## src/rtl/counter_bank_pkg.sv

```systemverilog
// Shared constants and helpers for the prescaled counter bank.
package counter_bank_pkg;

    localparam logic MODE_WRAP = 1'b0;
    localparam logic MODE_SAT  = 1'b1;

    function automatic int clog2_min1(input int n);
        return (n <= 1) ? 1 : $clog2(n);
    endfunction

endpackage

```

## src/rtl/prescaled_counter_channel.sv

```systemverilog
// One counter channel: prescaler, divisor register, count and sticky overflow.
module prescaled_counter_channel
    import counter_bank_pkg::*;
#(
    parameter int WIDTH   = 64,
    parameter int PSW     = 8,
    parameter int DIV_RST = 0
) (
    input  logic             Clk,
    input  logic             Reset,
    input  logic             hit,
    input  logic             clr_hit,
    input  logic             div_we_hit,
    input  logic [PSW-1:0]   Div_data,
    input  logic             Mode,
    input  logic             Ovf_clr,
    output logic [WIDTH-1:0] cnt,
    output logic             ovf
);

    logic [PSW-1:0] pre;
    logic [PSW-1:0] div;

    // Later assignments win, so a fresh overflow beats Ovf_clr.
    always_ff @(posedge Clk) begin
        if (Reset) begin
            cnt <= '0;
            pre <= '0;
            div <= PSW'(DIV_RST);
            ovf <= 1'b0;
        end else begin
            if (Ovf_clr) begin
                ovf <= 1'b0;
            end
            if (clr_hit) begin
                cnt <= '0;
                pre <= '0;
                ovf <= 1'b0;
            end else if (div_we_hit) begin
                div <= Div_data;
                pre <= '0;
            end else if (hit) begin
                if (pre >= div) begin
                    pre <= '0;
                    if (cnt != '1) begin
                        cnt <= cnt + 1'b1;
                    end else begin
                        ovf <= 1'b1;
                        if (Mode == MODE_WRAP) begin
                            cnt <= '0;
                        end
                    end
                end else begin
                    pre <= pre + 1'b1;
                end
            end
        end
    end

endmodule

```

## src/rtl/prescaled_counter_bank.sv

```systemverilog
// Bank of NCH prescaled event counters steered by a shared En/Sel pair.
module prescaled_counter_bank
    import counter_bank_pkg::*;
#(
    parameter int NCH     = 2,
    parameter int WIDTH   = 64,
    parameter int PSW     = 8,
    parameter int SELW    = clog2_min1(NCH),
    parameter int DIV_RST = 0
) (
    input  logic                 Clk,
    input  logic                 Reset,
    input  logic                 En,
    input  logic [SELW-1:0]      Sel,
    input  logic                 Mode,
    input  logic                 Div_we,
    input  logic [PSW-1:0]       Div_data,
    input  logic                 Clr,
    input  logic                 Ovf_clr,
    output logic [NCH*WIDTH-1:0] Count,
    output logic [NCH-1:0]       Ovf
);

    // Out-of-range selects must not alias onto a real channel.
    logic sel_valid;
    assign sel_valid = (int'(Sel) < NCH);

    for (genvar c = 0; c < NCH; c++) begin : g_ch
        logic sel_c;
        assign sel_c = sel_valid && (int'(Sel) == c);

        prescaled_counter_channel #(
            .WIDTH   (WIDTH),
            .PSW     (PSW),
            .DIV_RST (DIV_RST)
        ) u_ch (
            .Clk        (Clk),
            .Reset      (Reset),
            .hit        (En & sel_c),
            .clr_hit    (Clr & sel_c),
            .div_we_hit (Div_we & sel_c),
            .Div_data   (Div_data),
            .Mode       (Mode),
            .Ovf_clr    (Ovf_clr),
            .cnt        (Count[c*WIDTH +: WIDTH]),
            .ovf        (Ovf[c])
        );
    end

endmodule

```

## config.mk

```make
export PLATFORM = sky130hd
export DESIGN_NAME = prescaled_counter_bank
export DESIGN_NICKNAME = d
export VERILOG_FILES = /design/src/rtl/counter_bank_pkg.sv /design/src/rtl/prescaled_counter_channel.sv /design/src/rtl/prescaled_counter_bank.sv
export SDC_FILE = /design/constraint.sdc
export NUM_CORES = 1
export LEC_CHECK = 0
export ABC_CLOCK_PERIOD_IN_PS = 3230
export CAP_MARGIN = 40
export CORE_MARGIN = 2
export CORE_UTILIZATION = 35
export DETAILED_ROUTE_END_ITERATION = 8
export SYNTH_ARGS = -nofsm -noshare
export SYNTH_HDL_FRONTEND = slang
export SYNTH_SLANG_ARGS = --single-unit
```

## constraint.sdc

```tcl
create_clock -name Clk -period 3.23 [get_ports Clk]
set_input_delay 0.646 -clock Clk [delete_from_list [all_inputs] [get_ports Clk]]
set_output_delay 0.646 -clock Clk [all_outputs]
set_load 0.05 [all_outputs]
```

==> metrics.md, run 1 <==
| Metric | Value |
|---|---|
| Outcome | completed |
| Post_cts resized | 0 |
| Max_cap viols | 0 |
| Pin count of the biggest net entering global routing | 63 |
| Pwr dens | 394.6 nW/um2 |
| Pre-CTS setup slack | 288.2 ps |
| Final wirelength | 26.46 mm |
| Filler instances | 2506 |
| R2r worst-path depth | 9 |
| EDFF count, synth | 0 |
| Power Total | 4.508 mW |
| Initial antenna violation count | 0 |
| Deepest clock path buffer count | 2 |
| Crit path max fanout | 32 |
| ANT cells | 0 |
| Via count | 8922 |
| Overflow after GRT | 0 |
| Max IR drop VDD | 0.0002629 V |
| Post-synth net total | 1108 |
| Final worst hold slack | 499.0 ps |
| Ys flop type | dfxtp_1 |
| Postcts setup bufs | 0 |
| Worst Clk Skew | 12.77 ps |
| Final TNS setup | 0 ps |
| Layout cells sized above 1 | 7.918% |
| Core area | 25040 um2 |
| # IOs | 146 |
| Hold-fix buffers at CTS | 0 |
| Routed vias/inst | 5.738 |
| DR iter-0 viols | 740 |
| Clock insertion delay at the later pin of the skew report | 430 ps |
| Detailed Place HPWL | 18.91 mm |
| Slew headroom | 55.74% |
| Worst path arrival time | 3040 ps |
| Yosys Warn Count | 0 |
| Number of synthesized register bits | 162 |
| CTS root buf | clkbuf_16 |
| Gpl congestion | 0.8338 |
| Fin crit share | 84.73% |
| DP Area | 10760 um2 |
| PortBufs | 145 |
| Worst EP required | 3530 ps |
| Final setup viols | 0 |
| Initial Util | 35.42% |
| Min-delay worst type | register to register |
| Cell variety after synth | 65 |
| Die height | 163.2 um |
| Final non-filler cell area | 11420 um2 |
| Worst Setup End Kind | register |
| Post-layout util | 45.63% |
| Placed instance count | 1523 |
| Num CTS Buffers | 17 |
| Setup WS post-layout | 493.3 ps |
| Routed Antenna Nets | 0 |
| Synthesized area | 8867 um2 |
| Cells after Synth | 1072 |
| Avg Inst Size Synth | 8.272 um2 |
| Clk slew on worst S/H paths | 70 ps |
| Seq/Total Area, Yosys | 36.57% |
| Critical Path Start Type | register |
| Post-layout min period | 2737 ps |
| Die X-Extent | 163.2 um |
| First-pass GRT wire length | 42.84 mm |
| Detailed-route DRC error count | 0 |
| Area of the multi-input gates | 5239 um2 |
| Die area | 26620 um2 |
| Non-filler cells, final | 1555 |
| Slew Viols, Final | 0 |
| Fmax | 0.3654 GHz |
| Area Growth Syn to Fin | 28.83% |
| CTS tree | built |
| Endpoints failing hold | 0 |
| Leakage | 3.482 nW |
| # rows | 58 |
| Hold depth | 2 |
| FF+latch area | 3243 um2 |
| Ys async rst share | 0% |
| Routed wire per std cell | 17.02 um |
| Crit path kind | register to register |
| H-tree level count | 4 |
| Clock sinks | 162 |
| DR pass1 iterations | 6 |
| Fin nets | 1248 |
| RSZ-0062 raised after global routing | false |
| Total track usage | 19.79% |
| Worst-margin pin slew | 662.2 ps |
| Via count of the first global-routing pass | 8205 |
cells by family (layout without fill, tap and decap cells):
| group | after synthesis | count (layout) | share of synthesized area (%) |
|---|---|---|---|
| xor+xnor | 27 | 27 | 2.667 |
| compound gates | 281 | 281 | 20.28 |
| simple gates | 483 | 483 | 32.09 |
| fa+ha+maj | 20 | 20 | 2.822 |
| buf+inv | 89 | 242 | 4.445 |
| mux | 10 | 10 | 1.129 |
| flops | 162 | 162 | 36.57 |
cell type report:
type                            count  share of cell area, %
Timing Repair Buffer              181                  15.40
Clock inverter                     12                  1.785
Clock buffer                       20                  3.998
Tap cell                          330                  3.614
Inverter                           29                 0.9529
Multi-Input combinational cell    821                  45.86
Sequential cell                   162                  28.39
routing by layer:
| metal | GRT usage [%] | wire (um) | vias to the layer above | part of all wire, % |
|---|---|---|---|---|
| li1 | - | - | 4411 | - |
| met1 | 26.33 | 12100 | 4271 | 46 |
| met2 | 32.82 | 12640 | 216 | 48 |
| met3 | 3.377 | 1318 | 24 | 5.0 |
| met4 | 5.873 | 401 | 0 | 1.5 |
| met5 | 0 | 0 | - | 0 |
Yosys cell counts, types with 4 or more instances:
cell type	number	area share [%]
clkbuf_1	25	1.1
nand3_1	66	3.7
o21ai_0	37	2.1
and4_1	17	1.7
a2111oi_0	11	1.1
nand2_1	61	2.6
a21oi_1	125	7.1
buf_2	26	1.5
or3_1	44	3.1
nor4_1	5	0.35
nor4_2	4	0.56
xnor2_1	13	1.3
nand4_2	4	0.56
o31ai_1	69	5.8
or4_1	72	6.1
nor2_1	77	3.3
buf_4	7	0.59
inv_1	29	1.2
a31o_2	4	0.40
ha_1	20	2.8
mux2i_1	10	1.1
nand4_1	57	4.0
nor3_1	10	0.56
xor2_1	14	1.4
nand2b_1	8	0.56
and3_1	27	1.9
and2_1	9	0.63
o21a_1	7	0.59
dfxtp_1	162	37
critical path, cell delays in order, from the launching register on:
cell	delay [ps]
dfxtp_1	440
inv_1	70
ha_1	260
nand2b_1	100
a2111oi_1	120
o31a_1	330
or3_1	430
o41ai_4	360
buf_4	390
a21oi_1	90
path summary, 6_finish.rpt:
| check | startpoint | endpoint | slack (ps) |
|---|---|---|---|
| worst min register to register | g_ch[1].u_ch.div[6] | g_ch[1].u_ch.div[6] | 500 |
| worst min-delay path | g_ch[1].u_ch.div[6] | g_ch[1].u_ch.div[6] | 500 |
| worst max register to register | g_ch[1].u_ch.pre[0] | g_ch[1].u_ch.cnt[62] | 490 |
| worst max-delay path | g_ch[1].u_ch.pre[0] | g_ch[1].u_ch.cnt[62] | 490 |
sequential cells by signal (all words and copies together) (netlist names):
name and count:
g_ch.u_ch.pre 16, g_ch.u_ch.cnt 128, g_ch.u_ch.ovf 2, g_ch.u_ch.div 16
report_power, final:
group / switching [mW] / internal (mW)
logic: 0.135 / 0.0727
registers: 0.00657 / 2.01
clock network: 0.868 / 1.42
total: 1.01 / 3.50
cells in the final DEF (no fill, tap or decap), types with 37 or more instances in the layout:
cell type        count
nand3_1             66
nor2_1              77
or3_1               44
clkdlybuf4s50_1    145
o31ai_1             69
dfxtp_1            162
a21oi_1            125
o21ai_0             37
nand2_1             61
nand4_1             57
or4_1               72
No activity file was read; power rests on OpenSTA's default activity.
==> inputs of run 2 (changes only) <==
--- a/config.mk
+++ b/config.mk
@@ -5,7 +5,7 @@
 export SDC_FILE = /design/constraint.sdc
 export NUM_CORES = 1
 export LEC_CHECK = 0
-export ABC_CLOCK_PERIOD_IN_PS = 3230
+export ABC_CLOCK_PERIOD_IN_PS = 2810
 export CAP_MARGIN = 40
 export CORE_MARGIN = 2
 export CORE_UTILIZATION = 35
==> constraint.sdc (replaced) <==
create_clock -name Clk -period 2.81 [get_ports Clk]
set_input_delay 0.562 -clock Clk [delete_from_list [all_inputs] [get_ports Clk]]
set_output_delay 0.562 -clock Clk [all_outputs]
set_load 0.05 [all_outputs]
==> metrics.md, run 2 (synthesis results as in run 1) <==
| Metric | Value |
|---|---|
| Outcome | completed (unchanged) |
| FF-to-FF Start | g_ch[1].u_ch.div[6] (was g_ch[1].u_ch.pre[0]) |
| ANT cells | 0 (unchanged) |
| Layout cells sized above 1 | 10.84% (was 7.918%) |
| Hold-fix buffers at CTS | 0 (unchanged) |
| Reg2reg setup slack | 100 ps (was 490 ps) |
| Final setup viols | 0 (unchanged) |
| First-pass GRT wire length | 43.85 mm (was 42.84 mm) |
| Worst-margin pin slew | 620.4 ps (was 662.2 ps) |
| Worst Setup End Kind | register (unchanged) |
| Worst Clk Skew | 17.35 ps (was 12.77 ps) |
| Sequential share of power | 45.9% (was 44.6%) |
| Initial antenna violation count | 0 (unchanged) |
| Endpoints failing hold | 0 (unchanged) |
| R2r worst-path depth | 8 (was 9) |
| Via count | 9112 (was 8922) |
| Clk slew on worst S/H paths | 70 ps (about the same) |
| Internal power | 3.863 mW (was 3.499 mW) |
| Clock insertion delay at the later pin of the skew report | 440 ps (was 430 ps) |
| Non-filler cells, final | 1594 (was 1555) |
| # rows | 58 (unchanged) |
| Clock share of power | 48.7% (was 50.8%) |
| Gpl congestion | 0.8465 (was 0.8338) |
| # IOs | 146 (unchanged) |
| Worst EP required | 3180 ps (was 3530 ps) |
| Num CTS Buffers | 17 (unchanged) |
| DP Area | 11120 um2 (was 10760 um2) |
| RSZ-0062 raised after global routing | true (was false) |
| Fin nets | 1287 (was 1248) |
| DR iter-0 viols | 522 (was 740) |
| PortBufs | 145 (unchanged) |
| Slew Viols, Final | 0 (unchanged) |
| Worst path arrival time | 3070 ps (was 3040 ps) |
| HP Start | g_ch[1].u_ch.div[7] (was g_ch[1].u_ch.div[6]) |
| Detailed-route DRC error count | 0 (unchanged) |
| Area Growth Syn to Fin | 32.41% (was 28.83%) |
| Combinational share of power | 5.3% (was 4.6%) |
| Core area | 25040 um2 (unchanged) |
| Switching Share | 23.25% (was 22.38%) |
| Deepest clock path buffer count | 2 (unchanged) |
| Initial Util | 35.42% (unchanged) |
| Filler instances | 2467 (was 2506) |
| Final non-filler cell area | 11740 um2 (was 11420 um2) |
| H-tree level count | 4 (unchanged) |
| Slew headroom | 58.37% (was 55.74%) |
| CTS tree | built (unchanged) |
| Critical Path Start Type | register (unchanged) |
| End point of the worst hold path | g_ch[1].u_ch.div[7] (was g_ch[1].u_ch.div[6]) |
| Post-layout util | 46.90% (was 45.63%) |
| Pre-CTS setup slack | 16.82 ps (was 288.2 ps) |
| Most frequent cells in the layout | dfxtp_1 (162), clkdlybuf4s50_1 (145), a21oi_1 (125), nor2_1 (77), or4_1 (72) (unchanged) |
| Max IR drop VDD | 0.0003036 V (was 0.0002629 V) |
| Final wirelength | 27.06 mm (was 26.46 mm) |
| Routed wire per std cell | 16.97 um (was 17.02 um) |
| Crit path max fanout | 11 (was 32) |
| Max_cap viols | 0 (unchanged) |
| Die area | 26620 um2 (unchanged) |
| Total track usage | 20.37% (was 19.79%) |
| Psw | 1.170 mW (was 1.009 mW) |
| Top flop regs | g_ch.u_ch.cnt (128), g_ch.u_ch.div (16), g_ch.u_ch.pre (16) (unchanged) |
| CTS root buf | clkbuf_16 (unchanged) |
| Detailed Place HPWL | 19.91 mm (was 18.91 mm) |
| Placed instance count | 1562 (was 1523) |
| Fmax | 0.3694 GHz (was 0.3654 GHz) |
| Die X-Extent | 163.2 um (unchanged) |
| Crit path kind | register to register (unchanged) |
| Fin crit share | 96.33% (was 84.73%) |
| Min-delay worst type | register to register (unchanged) |
| Power Total | 5.033 mW (was 4.508 mW) |
| Postcts setup bufs | 0 (unchanged) |
| Hold depth | 2 (unchanged) |
| Pin count of the biggest net entering global routing | 53 (was 63) |
| Via count of the first global-routing pass | 8507 (was 8205) |
| Post-layout min period | 2707 ps (was 2737 ps) |
| Biggest register | g_ch.u_ch.cnt (unchanged) |
| Routed Antenna Nets | 0 (unchanged) |
| Setup WS post-layout | 103.0 ps (was 493.3 ps) |
| DR pass1 iterations | 5 (was 6) |
| Commonest non-fill, non-tap cell in the layout | dfxtp_1 (unchanged) |
| Pwr dens | 428.7 nW/um2 (was 394.6 nW/um2) |
| Post_cts resized | 0 (unchanged) |
| Overflow after GRT | 0 (unchanged) |
| Max FFs per register | 128 (unchanged) |
| Leakage | 3.673 nW (was 3.482 nW) |
| Clock sinks | 162 (unchanged) |
| Die height | 163.2 um (unchanged) |
| Routed vias/inst | 5.716 (was 5.738) |
| Worst R2R End | g_ch[1].u_ch.cnt[52] (was g_ch[1].u_ch.cnt[62]) |
run 2: through the flow:
step	hold WS, ps	TNS, ps
global placement	483.6	0
detailed placement	492.8	0
CTS	504.9	0
global route	538.4	-305.1
floorplan	448.7	0
finish	497.9	0
run 2: critical path, stage by stage (launching register included):
cell and delay [ps]:
dfxtp_1 360, inv_1 60, ha_1 290, and3_1 200, nand2_1 90, o31a_1 280
or4_1 670, or4_1 530, a21oi_1 150
run 2: area by class of cell:
| cell class | instances | area, um2 | share of cell area (%) |
|---|---|---|---|
| tap | 330 | 412.9 | 3.517 |
| timing repair buffer | 220 | 2115 | 18.01 |
| sequential | 162 | 3243 | 27.62 |
| multi-input combinational | 821 | 5249 | 44.70 |
| clock inverter | 11 | 152.6 | 1.300 |
| clock buffer | 21 | 460.4 | 3.922 |
| inverter | 29 | 108.9 | 0.9271 |
run 2: worst max-delay path by stage:
stage,from,end,slack [ps],cells after the start
floorplan,g_ch[1].u_ch.cnt[15],g_ch[1].u_ch.cnt[36],230,9
global placement,Sel,g_ch[1].u_ch.cnt[52],60,6
detailed placement,Sel,g_ch[0].u_ch.cnt[15],20,10
CTS,g_ch[1].u_ch.div[6],g_ch[1].u_ch.cnt[41],50,8
global route,g_ch[1].u_ch.div[6],g_ch[1].u_ch.cnt[52],-50,8
finish,g_ch[1].u_ch.div[6],g_ch[1].u_ch.cnt[52],100,8
run 2: power by group through the flow:
| stage | clock, mW | combinational (mW) | sequential, mW |
|---|---|---|---|
| 6_report | 2.45 | 0.268 | 2.31 |
| 4_1_cts | 2.51 | 0.267 | 2.31 |
| 3_3_place_gp | 0 | 0.264 | 2.36 |
| 3_5_place_dp | 0 | 0.266 | 2.36 |
| 5_1_grt | 2.59 | 0.292 | 2.31 |
| 2_1_floorplan | 0 | 0.142 | 2.37 |
run 2: per-layer routing:
layer | vias to the layer above | wire [um] | GRT usage [%]
met3 | 35 | 1206 | 3.758
met2 | 218 | 13380 | 35.27
met1 | 4362 | 12050 | 25.54
met5 | - | 0 | 0
li1 | 4497 | - | -
met4 | 0 | 430 | 6.476
==> inputs of run 3 (changes only) <==
==> constraint.sdc (replaced) <==
create_clock -name Clk -period 2.81 [get_ports Clk]
set_input_delay 0.843 -clock Clk [delete_from_list [all_inputs] [get_ports Clk]]
set_output_delay 0.843 -clock Clk [all_outputs]
set_load 0.05 [all_outputs]
==> metrics.md, run 3 (synthesis results as in run 1) <==
| Metric | Value |
|---|---|
| Outcome | completed (unchanged) |
| Die area | 26620 um2 (unchanged) |
| Detailed-route DRC error count | 0 (unchanged) |
| Setup WS post-layout | 117.0 ps (was 103.0 ps) |
| # IOs | 146 (unchanged) |
| FF+latch area | 3243 um2 (unchanged) |
| Deepest clock path buffer count | 2 (unchanged) |
| Fmax | 0.3713 GHz (was 0.3694 GHz) |
| RSZ-0062 raised after global routing | true (unchanged) |
| First-pass GRT wire length | 44.53 mm (was 43.85 mm) |
| Crit path top cell by count | or4_1 (unchanged) |
| DR iter-0 viols | 586 (was 522) |
| Max IR drop VDD | 0.0003244 V (was 0.0003036 V) |
| Top flop regs | g_ch.u_ch.cnt (128), g_ch.u_ch.div (16), g_ch.u_ch.pre (16) (unchanged) |
| Reg2reg setup slack | 120 ps (was 100 ps) |
| Final TNS setup | 0 ps (unchanged) |
| Routed vias/inst | 5.636 (was 5.716) |
| CTS root buf | clkbuf_16 (unchanged) |
| Pin count of the biggest net entering global routing | 53 (unchanged) |
| Most frequent cells in the layout | dfxtp_1 (162), clkdlybuf4s50_1 (145), a21oi_1 (125), buf_4 (106), nor2_1 (77) (was dfxtp_1 (162), clkdlybuf4s50_1 (145), a21oi_1 (125), nor2_1 (77), or4_1 (72)) |
| Worst path slowest cell | or4_1 (unchanged) |
| Slew Viols, Final | 0 (unchanged) |
| Routed Antenna Nets | 0 (unchanged) |
| Clock insertion delay at the later pin of the skew report | 430 ps (was 440 ps) |
| Leakage | 3.905 nW (was 3.673 nW) |
| Max_cap viols | 0 (unchanged) |
| Worst Setup End Kind | register (unchanged) |
| R2r worst-path depth | 8 (unchanged) |
| Layout cells sized above 1 | 13.77% (was 10.84%) |
| Pwr dens | 413.3 nW/um2 (was 428.7 nW/um2) |
| Endpoints failing hold | 0 (unchanged) |
| Non-filler cells, final | 1637 (was 1594) |
| Crit-path cells | inv_1, ha_1, and3_1, nand2_1, o31a_1, or4_1, or4_1, a21oi_1 (unchanged) |
| Gpl congestion | 0.8582 (was 0.8465) |
| Worst path arrival time | 3050 ps (was 3070 ps) |
| Detailed Place HPWL | 20.06 mm (was 19.91 mm) |
| Filler instances | 2421 (was 2467) |
| Fin crit share | 95.84% (was 96.33%) |
| Die X-Extent | 163.2 um (unchanged) |
| Max FFs per register | 128 (unchanged) |
| Fin nets | 1331 (was 1287) |
| Critical Path Start Type | register (unchanged) |
| End point of the worst hold path | g_ch[1].u_ch.div[7] (unchanged) |
| Die height | 163.2 um (unchanged) |
| Area of the multi-input gates | 5253 um2 (was 5249 um2) |
| Clk slew on worst S/H paths | 70 ps (about the same) |
| Commonest non-fill, non-tap cell in the layout | dfxtp_1 (unchanged) |
| Final setup viols | 0 (unchanged) |
| Pre-CTS setup slack | -307.3 ps (was 16.82 ps) |
| Crit path max fanout | 11 (unchanged) |
| Core area | 25040 um2 (unchanged) |
| Crit path kind | register to register (unchanged) |
| ANT cells | 0 (unchanged) |
| Via count | 9226 (was 9112) |
| # rows | 58 (unchanged) |
| Clock sinks | 162 (unchanged) |
| Worst Clk Skew | 13.29 ps (was 17.35 ps) |
| Placed instance count | 1606 (was 1562) |
| CTS tree | built (unchanged) |
| Worst R2R End | g_ch[1].u_ch.cnt[52] (unchanged) |
| Largest stage delay, worst path | 680 ps (was 670 ps) |
| H-tree level count | 4 (unchanged) |
| Overflow after GRT | 0 (unchanged) |
| Hold-fix buffers at CTS | 0 (unchanged) |
| WP buf/inv | 1 (unchanged) |
| Post-layout min period | 2693 ps (was 2707 ps) |
| Via count of the first global-routing pass | 8699 (was 8507) |
| Hold depth | 2 (unchanged) |
| Slew headroom | 58.92% (was 58.37%) |
| Worst EP required | 3170 ps (was 3180 ps) |
| Min-delay worst type | register to register (unchanged) |
| Cell family with most CP delay | simple AND/OR/NAND/NOR gates (unchanged) |
| HP Start | g_ch[1].u_ch.div[7] (unchanged) |
| PortBufs | 145 (unchanged) |
| Biggest register | g_ch.u_ch.cnt (unchanged) |
| Area Growth Syn to Fin | 36.64% (was 32.41%) |
| FF-to-FF Start | g_ch[1].u_ch.div[6] (unchanged) |
| DR pass1 iterations | 5 (unchanged) |
| Num CTS Buffers | 17 (unchanged) |
| Worst-margin pin slew | 610.5 ps (was 620.4 ps) |
| Initial Util | 35.42% (unchanged) |
| Final wirelength | 27.18 mm (was 27.06 mm) |
| Total track usage | 20.59% (was 20.37%) |
| Routed wire per std cell | 16.60 um (was 16.97 um) |
| Initial antenna violation count | 0 (unchanged) |
-- run 3: cell count changes in the layout (fill, tap and decap cells not counted), moves of 2 or more --
| cell | before | now |
|---|---|---|
| clkbuf_8 | 2 | 0 |
| buf_12 | 8 | 13 |
| clkinv_4 | 2 | 4 |
| buf_4 | 67 | 106 |
| a2111oi_0 | 11 | 8 |
| a2111oi_1 | 0 | 2 |
-- run 3: power breakdown --
part           internal [mW]  total (mW)  switching, mW
clock                   1.40        2.40          0.998
combinational          0.130       0.300          0.170
sequential              2.31        2.31        0.00499
-- run 3: worst max path at each step --
stage	startpoint	endpoint	slack, ps	cells after the start
global placement	Sel	g_ch[0].u_ch.cnt[31]	-250	10
detailed placement	Sel	g_ch[1].u_ch.cnt[35]	-310	9
finish	g_ch[1].u_ch.div[6]	g_ch[1].u_ch.cnt[52]	120	8
global route	g_ch[1].u_ch.div[6]	g_ch[1].u_ch.cnt[62]	-8	10
floorplan	Sel	g_ch[1].u_ch.cnt[36]	90	10
CTS	g_ch[1].u_ch.pre[0]	g_ch[1].u_ch.cnt[61]	100	10
-- run 3: layer usage --
| layer | share of wire (%) | global-route usage (%) | up-vias |
|---|---|---|---|
| met5 | 0 | 0 | - |
| met4 | 1.3 | 5.229 | 0 |
| met3 | 5.4 | 4.393 | 26 |
| met2 | 49 | 35.96 | 268 |
| met1 | 44 | 25.72 | 4339 |
| li1 | - | - | 4593 |
-- run 3: repair_timing --
item                                    in CTS  in global routing
setup buffers                                0                  0
endpoints found under the setup margin       0                 62
resized for setup                            0                  5
hold endpoints to repair                     0                  0
-- run 3: final cells by class --
type,instances,area share [%]
multi-input cells,821,43.35
flip-flops and latches,162,26.77
repair buffers,264,20.69
clock buffers,19,3.573
well taps,330,3.408
clock inverters,12,1.311
inverters,29,0.8984
-- run 3: stage by stage --
| step | hold WS, ps | util (%) | total power, mW | instance area [um2] |
|---|---|---|---|---|
| finish | 497.0 | 48.40 | 5.008 | 12120 |
| detailed placement | 492.3 | 45.98 | 2.663 | 11510 |
| global placement | 480.8 | 45.98 | 2.659 | 11510 |
| floorplan | 448.7 | - | 2.510 | 8867 |
| global route | 540.7 | 48.40 | 5.177 | 12120 |
| CTS | 505.7 | 48.34 | 5.059 | 12100 |
-- run 3: worst min-delay path, delay by kind of cell (launching register included) --
family,cells,cell delay [ps]
AND/OR/NAND/NOR,1,70
multiplexers,1,70
flip-flops,1,330
